===== src/rtl/sha256_msg_schedule.sv =====
// SHA-256 message schedule expander: accepts one padded 512-bit block and
// streams the 64 schedule words W[0..63] over a valid/ready port.
module sha256_msg_schedule (
  input  logic         clk,
  input  logic         rst_n,
  input  logic         blk_valid,
  output logic         blk_ready,
  input  logic [511:0] blk_data,
  output logic         w_valid,
  input  logic         w_ready,
  output logic [31:0]  w_data,
  output logic [5:0]   w_idx,
  output logic         w_last
);

  // Handshake rule for both ports: a transfer happens on the rising edge where
  // valid && ready; once asserted, valid is never retracted and the payload is
  // held stable until that transfer.

  typedef enum logic {
    S_IDLE = 1'b0,
    S_EMIT = 1'b1
  } state_t;

  state_t      state_q;
  logic        blk_ready_q;
  logic        w_valid_q;
  logic [5:0]  idx_q;
  logic [31:0] win_q [16];

  logic        blk_fire;
  logic        w_fire;
  logic        last_word;
  logic [31:0] next_w;

  function automatic logic [31:0] sig0(input logic [31:0] x);
    return {x[6:0], x[31:7]} ^ {x[17:0], x[31:18]} ^ {3'b000, x[31:3]};
  endfunction

  function automatic logic [31:0] sig1(input logic [31:0] x);
    return {x[16:0], x[31:17]} ^ {x[18:0], x[31:19]} ^ {10'b0, x[31:10]};
  endfunction

  assign blk_fire  = (state_q == S_IDLE) && blk_ready_q && blk_valid;
  assign w_fire    = (state_q == S_EMIT) && w_valid_q && w_ready;
  assign last_word = (idx_q == 6'd63);

  // Window holds W[t-16..t-1] with win_q[0] the oldest, so the taps below are
  // W[t-2], W[t-7], W[t-15] and W[t-16].
  assign next_w = sig1(win_q[14]) + win_q[9] + sig0(win_q[1]) + win_q[0];

  always_ff @(posedge clk or negedge rst_n) begin
    if (!rst_n) begin
      state_q     <= S_IDLE;
      blk_ready_q <= 1'b0;
      w_valid_q   <= 1'b0;
      idx_q       <= 6'd0;
      for (int i = 0; i < 16; i++) begin
        win_q[i] <= 32'd0;
      end
    end else begin
      case (state_q)
        S_IDLE: begin
          if (blk_fire) begin
            for (int i = 0; i < 16; i++) begin
              win_q[i] <= blk_data[511 - 32*i -: 32];
            end
            idx_q       <= 6'd0;
            w_valid_q   <= 1'b1;
            blk_ready_q <= 1'b0;
            state_q     <= S_EMIT;
          end else begin
            blk_ready_q <= 1'b1;
          end
        end
        S_EMIT: begin
          if (w_fire) begin
            for (int i = 0; i < 15; i++) begin
              win_q[i] <= win_q[i+1];
            end
            win_q[15] <= next_w;
            // Index parks at 63 on the final word; it is only reloaded by the next block.
            if (last_word) begin
              w_valid_q   <= 1'b0;
              blk_ready_q <= 1'b1;
              state_q     <= S_IDLE;
            end else begin
              idx_q <= idx_q + 6'd1;
            end
          end
        end
        default: begin
          state_q     <= S_IDLE;
          blk_ready_q <= 1'b0;
          w_valid_q   <= 1'b0;
        end
      endcase
    end
  end

  assign blk_ready = blk_ready_q;
  assign w_valid   = w_valid_q;
  assign w_data    = win_q[0];
  assign w_idx     = idx_q;
  assign w_last    = w_valid_q && last_word;

endmodule


===== config.mk =====
export PLATFORM = sky130hd
export DESIGN_NAME = sha256_msg_schedule
export DESIGN_NICKNAME = d
export VERILOG_FILES = /design/src/rtl/sha256_msg_schedule.sv
export SDC_FILE = /design/constraint.sdc
export NUM_CORES = 1
export LEC_CHECK = 0
export BUFFER_PORTS_ARGS = -buffer_cell sky130_fd_sc_hd__buf_2
export CAP_MARGIN = 40
export CORE_MARGIN = 1
export CORE_UTILIZATION = 25
export DETAILED_ROUTE_END_ITERATION = 6
export PLACE_DENSITY_LB_ADDON = 0.15
export SLEW_MARGIN = 25
export SYNTH_ARGS = -nofsm -noshare
export SYNTH_HDL_FRONTEND = slang
export SYNTH_SLANG_ARGS = --single-unit

===== constraint.sdc =====
create_clock -name clk -period 11.9 [get_ports clk]
set_input_delay 1.785 -clock clk [delete_from_list [all_inputs] [get_ports clk]]
set_output_delay 1.785 -clock clk [all_outputs]
set_load 0.1 [all_outputs]

Word level (Yosys, flattened, before mapping)
Cells that the tools add are included.
{"block": "word_totals", "regBits": 521, "inputBits": 516, "out_inout_bits": 41, "word_cells": 62}
{"block": "op_classes", "add_sub_neg": 4, "eq_ne": 5, "mux": 19, "bitwise_logic": 5, "n_reduce_logical": 9}
{"op": "512-bit two-way mux", "n": 2}
{"op": "512-bit case mux with 2 select lines", "n": 1}
{"op": "32-bit adder", "n": 3}
{"op": "32-bit XOR", "n": 2}
{"op": "32-bit by 22-bit XOR with 32-bit output", "n": 1}
{"op": "32-bit by 29-bit XOR with 32-bit output", "n": 1}
{"op": "6-bit two-way mux", "n": 3}
{"op": "6-bit case mux with 2 select lines", "n": 1}
{"op": "1-bit two-way mux", "n": 9}
{"op": "6-bit by 1-bit adder with 6-bit output, second input constant", "n": 1}
{"op": "6-bit == test, second input constant", "n": 1}
{"op": "1-bit case mux with 2 select lines", "n": 3}
{"op": "3-bit AND reduction", "n": 2}
{"op": "1-bit logical AND", "n": 5}
{"op": "2-bit by 1-bit != test with 1-bit output, second input constant", "n": 2}
{"op": "2-bit != test, second input constant", "n": 2}
{"op": "2-bit AND reduction", "n": 2}
{"op": "1-bit inverter", "n": 1}

Depth between registers and ports, before layout
Gate-level depths: netlist of run 1.
{"block": "depth", "word_depth": 7, "mapped_depth": 15, "depth_no_buf": 14}

Worst setup path after synthesis of run 1
No wires, ideal clock.
{"block": "synth_timing", "kind": "reg2out", "start": "register idx_q[1], in the netlist w_idx[1]", "end": "output port w_last", "arrival_ns": 2.536, "required_ns": 10.115, "slack_ns": 7.579, "stages_incl_launch_ff": 6, "n_path_buf": 1, "path_cell_list": "dfrtp_1 ha_1 and3_1 and3_1 clkbuf_1 and2_1"}
{"block": "synth_between", "elab_chain_cells": 2}
{"element": "start, declared", "line_no": "28", "rtl": "logic [5:0] idx_q;"}
{"element": "start signal, assigned", "line_no": "88", "rtl": "idx_q <= idx_q + 6'd1;"}
{"element": "6-bit == test", "line_no": "46", "rtl": "assign last_word = (idx_q == 6'd63);"}
{"element": "1-bit logical AND", "line_no": "105", "rtl": "assign w_last = w_valid_q && last_word;"}
{"element": "end, declared", "line_no": "13", "rtl": "output logic w_last"}
Every way passes these cells.

Worst setup path in the final report of run 1
{"block": "layout_timing", "start": "register win_q[43] (netlist name)", "end": "register win_q[19] (netlist name)"}
{"block": "layout_between", "elab_chain_cells": 6}
{"element": "start, declared", "line_no": "29", "rtl": "logic [31:0] win_q [16];"}
{"element": "start signal, assigned by index", "line_no": "66", "rtl": "win_q[i] <= blk_data[511 - 32*i -: 32];"}
{"element": "start signal, assigned by index", "line_no": "79", "rtl": "win_q[i] <= win_q[i+1];"}
{"element": "32-bit by 22-bit XOR with 32-bit output", "line_no": "41", "rtl": "return {x[16:0], x[31:17]} ^ {x[18:0], x[31:19]} ^ {10'b0, x[31:10]};"}
{"element": "32-bit adder (3 in a row)", "line_no": "50", "rtl": "assign next_w = sig1(win_q[14]) + win_q[9] + sig0(win_q[1]) + win_q[0];"}
{"element": "512-bit two-way mux", "line_no": "77", "rtl": "if (w_fire) begin"}
{"element": "512-bit case mux with 2 select lines", "line_no": "62", "rtl": "case (state_q)"}
Every way passes these cells. The select of a mux whose other input is x is not followed.
A chain may end at the register's enable or synchronous reset.

==> results of run 1 <==
## flip-flops by register name (all words and copies together) (netlist names)
register,flops
blk_ready,1
state_q,1
w_idx,6
w_valid,1
w_data,32
win_q,480
## cells by family after synthesis
group,synth area share
xor+xnor,0.0436
fa+ha+maj,0.0575
flops,0.457
simple gates,0.0898
buf+inv,0.0586
mux,0.173
compound gates,0.120
## how the worst max path moves through the flow
| stage | end | depth (start not counted) | slack [ns] | start |
|---|---|---|---|---|
| floorplan | w_last | 5 | 7.58 | w_idx[1] |
| global placement | win_q[137] | 6 | 6.83 | w_ready |
| detailed placement | win_q[224] | 7 | 7.07 | w_ready |
| CTS | win_q[296] | 6 | 7.07 | state_q |
| global route | win_q[17] | 14 | 7.04 | win_q[43] |
| finish | win_q[19] | 14 | 7.27 | win_q[43] |
## metrics by stage
stage          area (um^2)  utilization
4_1_cts              34700        0.307
5_1_grt              34800        0.308
3_5_place_dp         32400        0.288
2_1_floorplan        28500            -
3_3_place_gp         32300        0.286
6_report             34800        0.308
## worst register-to-register path, stage by stage (launching register included)
cell and delay (ns):
dfrtp_1 0.67, xor2_1 0.16, xnor2_1 0.26, fa_1 0.45
inv_1 0.08, fa_1 0.42, ha_1 0.24, fa_1 0.49
a21oi_2 0.21, o21ai_0 0.14, a221o_1 0.37, a31oi_2 0.40
o21ai_1 0.15, xnor2_1 0.33, o22ai_1 0.14
## routing by layer
layer  vias up  global-route usage
met1     10500               0.277
li1      10700                   -
met5         -                   0
met4         6              0.0488
met3       123              0.0416
met2       604               0.310
## area by class of cell
class / count / area (um^2)
Clock inverter: 12 / 141
Clock buffer: 109 / 2100
Timing Repair Buffer: 588 / 3270
Antenna cell: 14 / 35.0
Tap cell: 1500 / 1880
Multi-Input combinational cell: 2012 / 13800
Fill cell: 12000 / 78000
Sequential cell: 521 / 13000
Inverter: 130 / 488
## placed cells by master (no fill, tap or decap), drive strengths merged, types with 32 or more instances in the layout
cell    Yosys  layout
ha         32      32
nand2     534     534
mux2i     493     493
inv       130     133
buf       103     588
xnor2      86      86
a21oi      58      58
clkbuf    158     109
dfrtp     521     521
fa         62      62
nor2       40      40
xor2       56      56
o21ai     517     517
==> metrics.cfg, run 1 <==
[status]
status=complete, no violations

[critical_path]
r2r_slack_ns=7.27
worst_path_max_delay_cell=dfrtp_1
path_common_cell=fa_1
start_kind=flop
cp_top_family=adder cells
max_stage_delay_ns=0.67
r2r_start=win_q[43]
worstReg2RegEnd=win_q[19]
critPathKind=reg2reg
endpoint_kind=flop
worstPathRequired_ns=12.40
cp_max_fo=5
worst-path-buf-inv=1
crit_arrival_ns=5.13
path_cells=xor2_1 > xnor2_1 > fa_1 > inv_1 > fa_1 > ha_1 > fa_1 > a21oi_2 > o21ai_0 > a221o_1 > a31oi_2 > o21ai_1 > xnor2_1 > o22ai_1
reg2reg_depth=14

[die]
io_pins=557
coreArea_um2=113000
fp.dieW_um=340
die_y_um=340
start_util=0.253
dieArea_um2=116000
row_count=123

[run]
cap_violations=0

[final_layout]
drive_above_1_share=0.208
layout.nets=3932
syn2layout_area_growth_pct=21.9
finalNonFillerCells=4886

[hold_path]
hold_path_depth=1
worstHoldEndpoint=win_q[12]
worstHoldStart=win_q[12]
hold_path.class=reg2reg

[synth]
netlist_top_cells_area=dfrtp_1 46%, mux2i_1 17%, o21ai_0 9.0%
synth.avg_cell_area_um2=9.76
yosysMostFrequentCell=nand2_1
yosys_warnings=0
synth_area_leader_cell=dfrtp_1
synth_async_sr_flop_share=1.00
syn_nets=3534
synth_seq_area_share=0.457
synth_common_cells=534 x nand2_1, 521 x dfrtp_1, 512 x o21ai_0
synth_enable_flop_cells=0
syn_area_um2=28500
synth_ff_type=dfrtp_1
synthCells=2924
synth.distinct_cells=61
ys_ff_latch=521
synth.top_cell.area_share=0.457

[place]
dp_cells=4748
gp_congestion=0.851
dp_slack_ns=7.07
hpwl_mm=89.9
portBuffers=556

[clocking]
cts_tree=done
cts_root_buf=clkbuf_16
cts_hold_buffers=0
ctsResizeCount=0
path_clk_slew_ns=0.06
numCtsBuffers=69
clk_path_buf_depth=3
htreeDepth=3
cts.sinks=521
clock_latency_ns=0.64
postCtsSetupRepairBufs=0

[sta]
fmax_mhz=216
rsz0062_at_grt=false
fin_setup_tns_ns=0
layout_setup_ws_ns=7.27
worst_pin_slew_ns=1.01
fin_skew_ns=0.0255
period_share=0.389
setup_viol=0
slew_headroom=0.327
hold_slack_ns=0.477
layout_min_cycle_time_ns=4.63
report.final.slew_viol_count=0
finalHoldViolations=0

[detailed_routing]
viasPerCell=4.48
wl_met1_mm=54.4
wl_per_cell_um=23.8
ant_nets=0
highest_layer=met5
drc=0
drt_pre_antenna_iters=5
drtIter0Drc=1488
vias=21900
detailroute.wirelength.met3_mm=6.51
drt_wl_total_mm=116
met2_length_mm=52.9

[global_route]
track_usage=0.198
overflow=0
grt_pass1_wl_mm=164
antenna_found_initial=30
grt_max_degree=258
grt_pass1_vias=22400

Power of run 1 is not shown: default switching activity piles up to over one toggle a cycle in this logic, so the estimate is an artifact.
==> run 2: changes to the inputs <==
ABC_AREA = 1   (was unset)
clock period = 4.8 ns   (was 11.9 ns; I/O delays follow)
==> run 2 against run 1 <==
Routed wire length is 10% higher. Clock-buffer cell count is 5 lower. Synthesized area is 2.0% higher. Critical path depth is 1 higher. Synthesized cell count is 28% higher. Clock skew is 0.0087 ns higher. Flip-flop and latch count stayed put. Global-route usage is 1.5 points higher. Worst setup slack worse by 6.6 ns. Maximum frequency is 11% higher.
==> metrics.cfg, run 2 <==
[clocking]
postCtsSetupRepairBufs=0  ; unchanged
clk_path_buf_depth=3  ; unchanged
cts_tree=done
htreeDepth=3  ; unchanged
cts_root_buf=clkbuf_16
clock_latency_ns=0.65  ; about the same
path_clk_slew_ns=0.06  ; about the same
cts.sinks=521  ; unchanged
ctsResizeCount=0  ; unchanged
cts_hold_buffers=0  ; unchanged
numCtsBuffers=70  ; +1.4%

[synth]
ys_ff_latch=521  ; unchanged
synth_common_cells=1091 x nand2_1, 521 x dfrtp_1, 407 x nor2_1
synth_ff_type=dfrtp_1
synth_enable_flop_cells=0  ; unchanged
synth_seq_area_share=0.448  ; -0.00911
yosys_warnings=0  ; unchanged
synthCells=3729  ; +28%
synth_async_sr_flop_share=1.00  ; unchanged
synth_area_leader_cell=dfrtp_1
synth.distinct_cells=30  ; -51%
syn_nets=4339  ; +23%
netlist_top_cells_area=dfrtp_1 45%, nand2_1 14%, a31oi_1 6.9%
synth.avg_cell_area_um2=7.81  ; -20%
synth.top_cell.area_share=0.448  ; -0.00911
syn_area_um2=29100  ; +2.0%
yosysMostFrequentCell=nand2_1

[sta]
layout_setup_ws_ns=0.630  ; -6.64 ns
slew_headroom=0.339  ; +0.0124
fin_skew_ns=0.0342  ; +0.00873 ns
rsz0062_at_grt=false
fmax_mhz=240  ; +11%
worst_pin_slew_ns=0.991  ; -0.0186 ns
finalHoldViolations=0  ; unchanged
layout_min_cycle_time_ns=4.17  ; -0.460 ns
setup_viol=0  ; unchanged
fin_setup_tns_ns=0  ; unchanged
report.final.slew_viol_count=0  ; unchanged
period_share=0.869  ; +0.480

[die]
dieArea_um2=118000  ; +2.0%
io_pins=557  ; unchanged
coreArea_um2=115000  ; +1.9%
row_count=124  ; +0.81%
fp.dieW_um=343  ; +1.0%
start_util=0.253  ; +0.000300
die_y_um=343  ; +1.0%

[critical_path]
endpoint_kind=flop
crit_arrival_ns=4.65  ; -0.48 ns
max_stage_delay_ns=0.56  ; -0.11 ns
critPathKind=reg2reg
reg2reg_depth=15  ; +1
r2r_start=win_q[50]
r2r_slack_ns=0.63  ; -6.64 ns
start_kind=flop
worstReg2RegEnd=win_q[9]
cp_max_fo=5  ; unchanged
worst_path_max_delay_cell=fa_1
crit_start=win_q[50]
path_cells=xnor2_1 > xor2_1 > fa_1 > inv_1 > fa_1 > ha_1 > fa_1 > nand3_1 > nand3_1 > nand2_1 > nand2_1 > xnor2_1 > nand2_1 > o211ai_1 > o21ai_0
worstPathRequired_ns=5.28  ; -7.12 ns

[place]
dp_slack_ns=0.638  ; -6.43 ns
gp_congestion=0.888  ; +4.3%
hpwl_mm=98.9  ; +10%
portBuffers=556  ; unchanged
placed_area_um2=32900  ; +1.4%

[detailed_routing]
drt_wl_total_mm=128  ; +10%
ant_nets=0  ; unchanged
drtIter0Drc=1667  ; +12%
vias=25700  ; +17%
wl_per_cell_um=22.5  ; -5.1%
drc=0  ; unchanged
drt_pre_antenna_iters=6  ; +1
viasPerCell=4.54  ; +1.3%

[final_layout]
largest_reg_flops=480  ; unchanged
fin_area_um2=35300  ; +1.4%
largest-register=win_q
final_common_cell=nand2_1
drive_above_1_share=0.169  ; -0.0384
syn2layout_area_growth_pct=21.2
final_cell_mix=1091 x nand2_1, 555 x buf_2, 520 x dfrtp_1, 407 x nor2_1, 404 x inv_1
layout.nets=4703  ; +20%

[hold_path]
hold_path.class=in2async

[global_route]
grt_max_degree=190  ; -26%
grt_pass1_wl_mm=181  ; +11%
overflow=0  ; unchanged
grt_pass1_vias=25600  ; +14%
antenna_found_initial=60  ; +100%
track_usage=0.214  ; +0.0155

[status]
status=complete, no violations

[run]
cap_violations=0  ; unchanged

==> run 2: cell types whose count changed after synthesis, sizes merged, moves of 17 or more <==
cell / before / now
nand3: 13 / 52
a21oi: 58 / 33
nor2: 40 / 408
a31oi: 2 / 322
o211ai: 7 / 167
o21ai: 517 / 180
mux2i: 493 / 0
and3: 21 / 1
xnor2: 86 / 69
inv: 130 / 408
buf: 103 / 139
nand2: 534 / 1091
==> run 2: through the flow <==
stage	cells	hold WS [ns]	util
after detailed placement	5530	0.469	0.286
after global routing	5660	0.102	0.307
after floorplan	3729	0.424	-
after global placement	5529	0.471	0.286
final	5666	0.0765	0.307
after CTS	5653	0.0857	0.306
==> run 2: cell families (layout without fill, tap and decap cells) <==
logic type,count (synthesis),in the layout,synth area share
other,0,10,0
AO/OA/AOI/OAI,708,708,0.150
adder cells (fa/ha/maj),94,94,0.0564
flip-flops,521,521,0.448
XOR/XNOR,128,128,0.0385
AND/OR/NAND/NOR,1569,1569,0.207
buffers and inverters,709,1124,0.101
==> run 2: routing by layer <==
metal	track usage	wire, um	vias to the layer above
met3	0.0606	8180	205
met2	0.342	58800	611
met4	0.0491	2890	56
met5	0	355	-
li1	-	-	12700
met1	0.284	57500	12200
==> run 2: worst max path at each step <==
| stage | end | slack (ns) | cells after the start |
|---|---|---|---|
| finish | win_q[9] | 0.63 | 15 |
| global route | win_q[9] | 0.40 | 15 |
| CTS | win_q[9] | 0.60 | 15 |
| detailed placement | win_q[9] | 0.64 | 15 |
| global placement | win_q[9] | 0.73 | 15 |
| floorplan | w_last | 1.27 | 5 |
==> run 2: final cells by class <==
type,instances,area [um^2]
clock buffer,104,2000
tap,1512,1890
inverter,408,1560
sequential,521,13000
multi-input combinational,2499,13200
antenna,10,25.0
fill,12700,79700
clock inverter,19,288
timing repair buffer,593,3330
==> run 2: critical path, delay by kind of cell, from the launching register on <==
kind,cells,cell delay (ns)
buffers and inverters,1,0.09
XOR/XNOR,3,0.78
flip-flops,1,0.55
AO/OA/AOI/OAI,2,0.21
adder cells (fa/ha/maj),4,1.68
AND/OR/NAND/NOR,5,0.67
Power of run 2 is left out for the same reason.
